File: src/rtl/social_energy_arbiter.sv
// Round-robin arbiter that grants fixed-length sessions to four requesters while
// tracking a saturating energy budget that drains in sessions and recovers on retreat.
module social_energy_arbiter #(
  parameter int SESSION_LEN   = 4,
  parameter int MAX_ENERGY    = 15,
  parameter int MIN_START     = 8,
  parameter int DRAIN_KNOWN   = 1,
  parameter int DRAIN_UNKNOWN = 4,
  parameter int RECOVER       = 2,
  parameter int ENERGY_W      = 4
) (
  input  logic                clk,
  input  logic                reset,
  input  logic [3:0]          invite_req,
  input  logic [3:0]          invite_unknown,
  input  logic                comfort_zone,
  output logic [3:0]          grant,
  output logic [1:0]          out,
  output logic [ENERGY_W-1:0] energy,
  output logic                busy
);

  localparam int CNT_W = (SESSION_LEN > 1) ? $clog2(SESSION_LEN) : 1;
  localparam logic [CNT_W-1:0]    CNT_LOAD = CNT_W'(SESSION_LEN - 1);
  localparam logic [ENERGY_W-1:0] MAX_E    = ENERGY_W'(MAX_ENERGY);
  localparam logic [ENERGY_W-1:0] MIN_E    = ENERGY_W'(MIN_START);
  localparam logic [ENERGY_W:0]   MAX_X    = {1'b0, MAX_E};
  localparam logic [ENERGY_W:0]   REC_X    = (ENERGY_W+1)'(RECOVER);
  localparam logic [ENERGY_W:0]   DK_X     = (ENERGY_W+1)'(DRAIN_KNOWN);
  localparam logic [ENERGY_W:0]   DU_X     = (ENERGY_W+1)'(DRAIN_UNKNOWN);

  typedef enum logic [1:0] {S_IDLE, S_SOCIAL, S_DRAINED} state_t;

  state_t              state_q;
  logic [ENERGY_W-1:0] energy_q;
  logic [3:0]          grant_q;
  logic [1:0]          out_q;
  logic [1:0]          last_q;
  logic [1:0]          win_q;
  logic                unk_q;
  logic [CNT_W-1:0]    cnt_q;

  logic [1:0]          win_d;
  logic [ENERGY_W-1:0] rec_d;
  logic [ENERGY_W-1:0] drn_d;
  logic [ENERGY_W:0]   rec_sum;
  logic [ENERGY_W:0]   drain_amt;
  logic [ENERGY_W:0]   drn_diff;

  // Round-robin: walk downward so the requester nearest after last_q wins.
  always_comb begin
    win_d = last_q;
    for (int i = 4; i >= 1; i--) begin
      if (invite_req[2'(last_q + 2'(i))]) win_d = 2'(last_q + 2'(i));
    end
  end

  // Saturating energy arithmetic, evaluated one bit wider so nothing wraps.
  always_comb begin
    rec_sum   = {1'b0, energy_q} + REC_X;
    rec_d     = (rec_sum > MAX_X) ? MAX_E : rec_sum[ENERGY_W-1:0];
    drain_amt = unk_q ? DU_X : DK_X;
    drn_diff  = {1'b0, energy_q} - drain_amt;
    drn_d     = ({1'b0, energy_q} > drain_amt) ? drn_diff[ENERGY_W-1:0] : '0;
  end

  // NOTE: every register here uses <= so all updates see the pre-edge values;
  // the asynchronous reset drops grant the instant reset rises.
  always_ff @(posedge clk or posedge reset) begin
    if (reset) begin
      state_q  <= S_IDLE;
      energy_q <= MAX_E;
      grant_q  <= '0;
      out_q    <= 2'b00;
      last_q   <= 2'd3;
      win_q    <= 2'd0;
      unk_q    <= 1'b0;
      cnt_q    <= '0;
    end else begin
      case (state_q)
        S_IDLE: begin
          if (comfort_zone) begin
            energy_q <= rec_d;
          end else if ((invite_req != 4'b0) && (energy_q >= MIN_E)) begin
            state_q <= S_SOCIAL;
            grant_q <= 4'b0001 << win_d;
            win_q   <= win_d;
            last_q  <= win_d;
            unk_q   <= invite_unknown[win_d];
            cnt_q   <= CNT_LOAD;
            out_q   <= invite_unknown[win_d] ? 2'b10 : 2'b01;
          end
        end
        S_SOCIAL: begin
          if (!invite_req[win_q]) begin
            state_q <= S_IDLE;
            grant_q <= '0;
            out_q   <= 2'b00;
          end else if (drn_d == '0) begin
            state_q  <= S_DRAINED;
            energy_q <= '0;
            grant_q  <= '0;
            out_q    <= 2'b11;
          end else if (cnt_q == '0) begin
            state_q  <= S_IDLE;
            energy_q <= drn_d;
            grant_q  <= '0;
            out_q    <= 2'b00;
          end else begin
            cnt_q    <= cnt_q - 1'b1;
            energy_q <= drn_d;
          end
        end
        S_DRAINED: begin
          if (comfort_zone) begin
            energy_q <= rec_d;
            if (rec_d >= MIN_E) begin
              state_q <= S_IDLE;
              out_q   <= 2'b00;
            end
          end
        end
        default: begin
          state_q <= S_IDLE;
          grant_q <= '0;
          out_q   <= 2'b00;
        end
      endcase
    end
  end

  assign grant  = grant_q;
  assign out    = out_q;
  assign energy = energy_q;
  assign busy   = (state_q != S_IDLE);

endmodule

File: config.mk
export PLATFORM = sky130hd
export DESIGN_NAME = social_energy_arbiter
export DESIGN_NICKNAME = d
export VERILOG_FILES = /design/src/rtl/social_energy_arbiter.sv
export SDC_FILE = /design/constraint.sdc
export NUM_CORES = 1
export LEC_CHECK = 0
export BUFFER_PORTS_ARGS = -buffer_cell sky130_fd_sc_hd__buf_2
export CORE_MARGIN = 5
export CORE_UTILIZATION = 55
export CTS_BUF_LIST = sky130_fd_sc_hd__clkbuf_8
export CTS_CLUSTER_DIAMETER = 120
export CTS_CLUSTER_SIZE = 10
export DETAILED_ROUTE_END_ITERATION = 8
export PLACE_DENSITY_LB_ADDON = 0.05
export SETUP_SLACK_MARGIN = 0.02
export SLEW_MARGIN = 20
export SYNTH_ARGS = -nofsm -noshare
export SYNTH_HDL_FRONTEND = slang
export SYNTH_SLANG_ARGS = --single-unit
File: constraint.sdc
create_clock -name clk -period 5.5 [get_ports clk]
set_clock_uncertainty 0.1 [all_clocks]
set_input_delay 0.275 -clock clk [delete_from_list [all_inputs] [get_ports clk]]
set_output_delay 0.275 -clock clk [all_outputs]
set_load 0.1 [all_outputs]
==> results of run 1 <==
## registers in the layout (all words and copies together), names as in the netlist
name / cells
out: 2
grant: 4
last_q: 2
state_q: 2
energy: 4
unk_q: 1
win_q: 2
cnt_q: 2
## cell usage after synthesis, types with 2 or more instances
master      n  area, um^2
nand2_1     8       30.03
o2bb2ai_1   2       17.52
dfstp_2     6       157.7
nor2b_1     7       43.79
nand3_1     7       35.03
a31oi_1     2       12.51
mux2_2      2       22.52
a22o_1      2       17.52
a21o_1      3       22.52
nor2_1     19       71.32
o21a_1      3       22.52
o21ai_0    12       60.06
ha_1        6       75.07
a21oi_1     5       25.02
nand2b_1    3       18.77
xor2_1      2       17.52
o21ba_2     2       20.02
inv_1      11       41.29
or3_1       2       12.51
nor3_1      3       15.01
and2_1      2       12.51
dfrtp_1    13       325.3
## worst max-delay path, stage by stage, from the launching register on
cell and delay [ps]:
dfstp_2 540, inv_1 50, ha_1 200, ha_1 210
xor2_1 200, nand3_1 170, o311a_4 440, or3_4 400
a22o_1 250
## per-stage QoR
step	utilization	instance area [um^2]	setup slack [ps]	cells
after floorplan	-	1284	2590	144
after global placement	0.6369	1409	2943	191
after detailed placement	0.6369	1409	2890	191
after CTS	0.6572	1454	2844	195
after global routing	0.6572	1454	2703	195
final	0.6572	1454	2825	195
## area by class of cell
cell class / instances / area, um^2 / area share
timing repair buffer: 21 / 105.1 / 0.07229
clock inverter: 1 / 3.754 / 0.002582
tap: 28 / 35.03 / 0.02410
multi-input combinational: 112 / 744.5 / 0.5120
sequential: 19 / 483.0 / 0.3322
inverter: 11 / 41.29 / 0.02840
clock buffer: 3 / 41.29 / 0.02840
## per-layer routing
| layer | track usage | routed length (um) | part of all wire | vias up |
|---|---|---|---|---|
| met4 | 0.05298 | 35 | 0.012 | 0 |
| met5 | 0 | 0 | 0 | - |
| met1 | 0.2681 | 1367 | 0.48 | 540 |
| met3 | 0.02632 | 172 | 0.060 | 5 |
| li1 | - | - | - | 563 |
| met2 | 0.2919 | 1282 | 0.45 | 29 |
## kinds of logic (layout without fill, tap and decap cells)
| group | after synthesis | count (layout) | synth area share |
|---|---|---|---|
| XOR/XNOR | 2 | 2 | 0.01365 |
| buffers and inverters | 13 | 36 | 0.04386 |
| AO/OA/AOI/OAI | 42 | 42 | 0.2349 |
| multiplexers | 3 | 3 | 0.03509 |
| flip-flops | 19 | 19 | 0.3762 |
| adder cells (fa/ha/maj) | 6 | 6 | 0.05848 |
| AND/OR/NAND/NOR | 59 | 59 | 0.2378 |
## worst min path at each step
stage | endpoint | slack, ps | depth (start not counted)
floorplan | cnt_q[0] | 120 | 1
global placement | cnt_q[0] | 320 | 2
detailed placement | state_q[1] | 320 | 2
CTS | state_q[1] | 50 | 2
global route | state_q[1] | 100 | 2
finish | state_q[1] | 20 | 2
==> metrics, run 1 <==
status=finished, final reports clean; Final min period=2675 ps; worst hold slack=24.89 ps; clock latency on the worst-skew pair=250 ps; violation count after the first detailed-routing iteration=31; CP Data Arrival Time=2720 ps; IO Pins=22; Hold WC Path Type=input port to async pin; DP HPWL=2.181 mm; R2R Path End=grant[1]; syn nets=161; Chip Height=58.31 um; diode count=0; hold buffer count at CTS=0; CP endpoint kind=flop; fillers=190; syn_area_per_cell=8.915 um^2; Final ANT Viol Nets=0; final setup TNS=0 ps; via count of the first global-routing pass=1,111; reg-to-reg startpoint=energy[0]; Hold Fails Final Rpt=0; Area growth syn-to-layout=13.26%; Final Cycle Share=0.4864; first-pass GRT wire length=4.995 mm; Worst-Margin Slew=716.5 ps; Post-synth EDFFs=0; Yosys reg bits=19; fmax=373.8 MHz; htree depth=1; via count=1,137; total congestion overflow=0; R2R Setup Slk=2820 ps; RSZ-0062 raised after global routing=no; Die W=58.31 um; port buffer count=21; wire per inst=14.66 um; CP Class=flop to flop; YS warnings=0; Remaining DRCs=0; clock sink total=19; initial core utilization=0.5803; Tot GR Track Use=0.1863; critical path capture point=grant[1]; relative slew slack=0.5218; most common cell after layout, fill and taps aside=buf_2; crit path from=energy[0]; CTS tree=done; Placeable Area=0.002212 mm^2; ys async rst share=1.000; post-synth cell types=44; Cell Area, Synth=0.001284 mm^2; max-cap check violation count=0; # rows=17; CP startpoint kind=flop; worst reg2reg path depth=8; final WL=2.858 mm; maximum buffer depth of the clock tree=2; Post-CTS Setup Bufs=0; # setup viols final=0; Pre-Repair DR Iteration Count=4; Die Area=0.003400 mm^2; CTS Buf Count=3; largest net degree at the start of global routing=20; worst-path fanout max=7; Clk Tree Root Cell=clkbuf_8; post-synthesis cell count=144; Top FF cell, synth=dfrtp_1; most frequent cells in the layout=buf_2, nor2_1, dfrtp_1, inv_1, o21ai_0; ratio of cells with drive above 1 in the final layout=0.2335; Nets=185; CP required=5540 ps; via-per-instance ratio=5.831; initial antenna violation count=0; sequential share of the synthesized area=0.3762; GP Congestion=0.8716; CTS resizes=0; Max Slew Vio Count=0; Reg clk slew, reported paths=70 ps
Power of run 1 is left out: the tool's default activity adds up to more than one toggle a clock period on the data nets, which glitch-free logic cannot reach.
==> run 2: changes to the inputs <==
--- a/config.mk
+++ b/config.mk
@@ -5,9 +5,10 @@
 export SDC_FILE = /design/constraint.sdc
 export NUM_CORES = 1
 export LEC_CHECK = 0
+export ABC_AREA = 1
 export BUFFER_PORTS_ARGS = -buffer_cell sky130_fd_sc_hd__buf_2
 export CORE_MARGIN = 5
-export CORE_UTILIZATION = 55
+export CORE_UTILIZATION = 52
 export CTS_BUF_LIST = sky130_fd_sc_hd__clkbuf_8
 export CTS_CLUSTER_DIAMETER = 120
 export CTS_CLUSTER_SIZE = 10
==> constraint.sdc (replaced) <==
create_clock -name clk -period 2.3 [get_ports clk]
set_clock_uncertainty 0.1 [all_clocks]
set_input_delay 0.115 -clock clk [delete_from_list [all_inputs] [get_ports clk]]
set_output_delay 0.115 -clock clk [all_outputs]
set_load 0.1 [all_outputs]
==> run 2 against run 1 <==
Against the previous run: die area increased by 9.9%; final area increased by 14%; register-to-register slack got worse by 2700 ps.
==> metrics, run 2 <==
Placed Cells=239 (+25%); Nets=233 (+26%); via count of the first global-routing pass=1,175 (+5.8%); IO Pins=22 (unchanged); via-per-instance ratio=5.261 (-9.8%); initial core utilization=0.5435 (-0.03677); Chip Height=61.12 um (+4.8%); YS warnings=0 (unchanged); Synth area leaders=dfrtp_1, nand2_1, dfstp_2; syn nets=205 (+27%); uppermost routed layer=met4; # setup viols final=0 (unchanged); DP HPWL=2.375 mm (+8.9%); fin area=0.001650 mm^2 (+14%); # rows=18 (+1); Hold Fails Final Rpt=0 (unchanged); largest net degree at the start of global routing=20 (unchanged); status=finished, final reports clean; wire per inst=12.88 um (-12%); diode count=0 (unchanged); Die W=61.12 um (+4.8%); Clk Tree Root Cell=clkbuf_8; Tot GR Track Use=0.1808 (-0.005514); most common cell after layout, fill and taps aside=nand2_1; M1 wire length=1.588 mm (+16%); fmax=458.5 MHz (+23%); syn_area_per_cell=7.228 um^2 (-19%); sequential share of the synthesized area=0.3554 (-0.02079); ys async rst share=1.000 (unchanged); worst hold slack=190.9 ps (+166.0 ps); worst-path fanout max=5 (-2); DP Area=0.001525 mm^2 (+8.3%); final core utilization=0.6602 (+0.002920); Yosys reg bits=19 (unchanged); Final ANT Viol Nets=0 (unchanged); CTS tree=done; Placeable Area=0.002500 mm^2 (+13%); Cell Area, Synth=0.001359 mm^2 (+5.8%); met3 wire len=101 um (-41%); clock latency on the worst-skew pair=260 ps (about the same); Reg clk slew, reported paths=80 ps (about the same); GP Congestion=0.8750 (+0.39%); violation count after the first detailed-routing iteration=38 (+23%); Max Slew Vio Count=0 (unchanged); CP Class=flop to flop; total congestion overflow=0 (unchanged); Post-synth EDFFs=0 (unchanged); ratio of cells with drive above 1 in the final layout=0.3349 (+0.1014); initial antenna violation count=0 (unchanged); met2 wire len=1.447 mm (+13%); htree depth=1 (unchanged); CP startpoint kind=flop; top cell type's share of synthesized area=0.2394 (-0.01400); fillers=209 (+10%); cell taking the most area after synthesis=dfrtp_1; Pre-Repair DR Iteration Count=4 (unchanged); Area growth syn-to-layout=21.45%; Final min period=2181 ps (-493.8 ps); Final Cycle Share=0.9484 (+0.4620); final cell count without fillers=245 (+26%); most numerous cell in the Yosys netlist=nand2_1; most frequent cells in the layout=nand2_1, inv_1, buf_2, nand3_1; max-cap check violation count=0 (unchanged); Hold WC Path Type=input port to flop; final WL=3.155 mm (+10%); port buffer count=21 (unchanged); Remaining DRCs=0 (unchanged); first-pass GRT wire length=5.223 mm (+4.6%); FF+latch area=490.5 um^2 (+1.6%); CP Data Arrival Time=2230 ps (-490 ps); CTS Buf Count=3 (unchanged); Post-synth top cells=nand2_1, inv_1, nand3_1, dfrtp_1, nand2_2; Die Area=0.003736 mm^2 (+9.9%); maximum buffer depth of the clock tree=2 (unchanged); area occupied by multi-input gates=829.5 um^2 (+11%); Top FF cell, synth=dfrtp_1; via count=1,289 (+13%); CP required=2350 ps (-3190 ps); CP endpoint kind=flop; post-synthesis cell count=188 (+31%); relative slew slack=0.5159 (-0.005895); post-synth cell types=28 (-36%); Worst-Margin Slew=725.3 ps (+8.832 ps); clock sink total=19 (unchanged)
run 2: worst max-delay path, cell delays in order, from the launching register on:
cell,delay [ps]
dfstp_4,660
ha_4,210
inv_2,60
nor2_2,40
o21ai_2,160
nand2_1,120
nand2_2,100
inv_2,40
nor2_2,110
nand3_2,90
nand2_4,140
nand3_4,100
nand2_1,80
o31ai_1,60
run 2: cell families after synthesis:
group,share of synthesized area
xor gates and xnor gates,0.006447
DFF,0.3554
adders and majority gates,0.05525
AOI/OAI and AO/OA,0.1206
and+or+nand+nor,0.3683
buffers and inverters,0.09392
run 2: stage by stage:
step	setup slack (ps)	TNS, ps
6_report	118.7	0
5_1_grt	-13.90	-16.79
4_1_cts	106.1	0
3_5_place_dp	135.6	0
3_3_place_gp	161.8	0
2_1_floorplan	38.64	0
run 2: area by class of cell:
type                       count  area share
clock buffer                   3     0.02502
clock inverter                 1    0.003033
inverter                      29     0.07051
multi-input combinational    139      0.5027
sequential                    19      0.2972
tap                           30     0.02274
timing repair buffer          24     0.07885
run 2: path summary, 6_finish.rpt:
check                                  start          to  slack (ps)  depth (start not counted)
worst max-delay path               energy[2]    grant[0]         120                         13
worst min-delay path            comfort_zone  state_q[1]         190                          6
worst max register to register     energy[2]    grant[0]         120                         13
worst min register to register      grant[0]    grant[0]         380                          2
max in group asynchronous              reset      out[1]        1220                          3
min in group asynchronous              reset       unk_q         420                          3
run 2: what timing repair did:
| item | 4_1_cts | 5_1_grt |
|---|---|---|
| buffers inserted | 0 | 1 |
| hold buffers | 1 | 0 |
| endpoints found under the setup margin | 0 | 8 |
| resized for setup | 0 | 16 |
| endpoints found under the hold margin | 13 | 0 |
run 2: routing by layer:
layer | vias up | GRT usage
li1 | 660 | -
met1 | 603 | 0.2765
met2 | 22 | 0.2734
met3 | 4 | 0.02725
met4 | 0 | 0.02786
met5 | - | 0
Power of run 2 is left out for the same reason.
==> run 3: changes to the inputs <==
--- a/config.mk
+++ b/config.mk
@@ -8,7 +8,7 @@
 export ABC_AREA = 1
 export BUFFER_PORTS_ARGS = -buffer_cell sky130_fd_sc_hd__buf_2
 export CORE_MARGIN = 5
-export CORE_UTILIZATION = 52
+export CORE_UTILIZATION = 55
 export CTS_BUF_LIST = sky130_fd_sc_hd__clkbuf_8
 export CTS_CLUSTER_DIAMETER = 120
 export CTS_CLUSTER_SIZE = 10
==> constraint.sdc (replaced) <==
create_clock -name clk -period 2.7 [get_ports clk]
set_clock_uncertainty 0.1 [all_clocks]
set_input_delay 0.135 -clock clk [delete_from_list [all_inputs] [get_ports clk]]
set_output_delay 0.135 -clock clk [all_outputs]
set_load 0.1 [all_outputs]
==> run 3 against run 2 <==
Against the previous run: wire length grew 0.54%; hold slack gained 22 ps; non-clock buffer count shrank 1; utilization shrank 1.6 points; first-iteration DRC count grew 74%; cell count shrank 0.41%; critical path depth shrank 1; critical path type unchanged.
==> metrics, run 3 (synthesized netlist as in run 2, its figures left out) <==
status=finished, final reports clean; clock sink total=19 (unchanged); relative slew slack=0.5310 (+0.01509); Max Slew Vio Count=0 (unchanged); final WL=3.172 mm (+0.54%); GP Congestion=0.9537 (+9.0%); CTS Buf Count=3 (unchanged); final setup TNS=0 ps (unchanged); Chip Height=59.71 um (-2.3%); most common cell after layout, fill and taps aside=nand2_1; via-per-instance ratio=5.475 (+4.1%); Hold Fails Final Rpt=0 (unchanged); Nets=232 (-0.43%); Worst-Margin Slew=702.7 ps (-22.61 ps); Area growth syn-to-layout=14.27%; htree depth=1 (unchanged); Reg clk slew, reported paths=70 ps (about the same); first-pass GRT wire length=5.457 mm (+4.5%); clock latency on the worst-skew pair=260 ps (about the same); Final ANT Viol Nets=0 (unchanged); R2R Setup Slk=350 ps (+230 ps); # setup viols final=0 (unchanged); fmax=424.9 MHz (-7.3%); initial core utilization=0.5639 (+0.02032); Pre-Repair DR Iteration Count=4 (unchanged); violation count after the first detailed-routing iteration=66 (+74%); Clk Tree Root Cell=clkbuf_8; CP endpoint kind=flop; Remaining DRCs=0 (unchanged); port buffer count=21 (unchanged); Die W=59.71 um (-2.3%); fillers=230 (+10%); initial antenna violation count=0 (unchanged); Hold WC Path Type=input port to flop; total congestion overflow=0 (unchanged); DP HPWL=2.482 mm (+4.5%); worst-path fanout max=4 (-1); IO Pins=22 (unchanged); largest net degree at the start of global routing=20 (unchanged); Final min period=2353 ps (+172.0 ps); max-cap check violation count=0 (unchanged); CP Class=flop to flop; RSZ-0062 raised after global routing=no; most frequent cells in the layout=nand2_1, inv_1, buf_2, nand3_1, dfrtp_1; via count=1,336 (+3.6%); wire per inst=13.00 um (+0.95%); Tot GR Track Use=0.2004 (+0.01953); # rows=18 (unchanged); CP Data Arrival Time=2420 ps (+190 ps); CP startpoint kind=flop; CTS tree=done; diode count=0 (unchanged); Placeable Area=0.002410 mm^2 (-3.6%); Die Area=0.003565 mm^2 (-4.6%); ratio of cells with drive above 1 in the final layout=0.2523 (-0.08255); via count of the first global-routing pass=1,312 (+12%); CP required=2760 ps (+410 ps); Final Cycle Share=0.8716 (-0.07679); maximum buffer depth of the clock tree=2 (unchanged)
run 3: final cells by class:
| class | instances | area, um^2 | area share |
|---|---|---|---|
| inverter | 29 | 116.4 | 0.07494 |
| sequential | 19 | 483.0 | 0.3110 |
| clock buffer | 3 | 41.29 | 0.02659 |
| multi-input combinational | 139 | 748.2 | 0.4819 |
| tap | 30 | 37.54 | 0.02417 |
| timing repair buffer | 23 | 122.6 | 0.07897 |
| clock inverter | 1 | 3.754 | 0.002417 |
run 3: repair_timing:
action / in CTS / in global routing
endpoints found under the hold margin: 13 / 0
setup buffers: 0 / 0
hold buffers: 1 / 0
resized for setup: 0 / 0
run 3: routing by layer:
layer	up-vias	wire (um)	GRT usage
met5	-	0	0
met4	0	46	0.1044
met3	4	159	0.03024
met2	37	1647	0.3565
met1	637	1320	0.2283
li1	658	-	-
run 3: critical path, stage by stage (launching register included):
cell and delay, ps:
dfstp_2 540, inv_1 60, ha_1 220, ha_1 210
nor2_1 140, o21ai_1 120, o21ai_0 200, o21ai_1 150
nand3_1 90, nand2_1 100, nand3_1 180, nand2_1 70
o31ai_1 70
run 3: worst paths after layout:
check	start	to	depth (start not counted)
min in group asynchronous	reset	unk_q	3
max in group asynchronous	reset	cnt_q[1]	3
worst max-delay path	energy[0]	grant[1]	12
worst min register to register	out[1]	out[1]	2
worst max register to register	energy[0]	grant[1]	12
worst min-delay path	comfort_zone	state_q[1]	6
run 3: metrics by stage:
step	instances	area [um^2]	util	setup WS (ps)	hold slack, ps
3_5_place_dp	239	1498	0.6215	428.7	191.4
6_report	244	1553	0.6443	346.7	213.1
3_3_place_gp	239	1498	0.6215	577.7	176.3
4_1_cts	244	1553	0.6443	407.9	192.2
2_1_floorplan	188	1359	-	238.8	-18.31
5_1_grt	244	1553	0.6443	105.5	228.0
Power of run 3 is left out for the same reason.
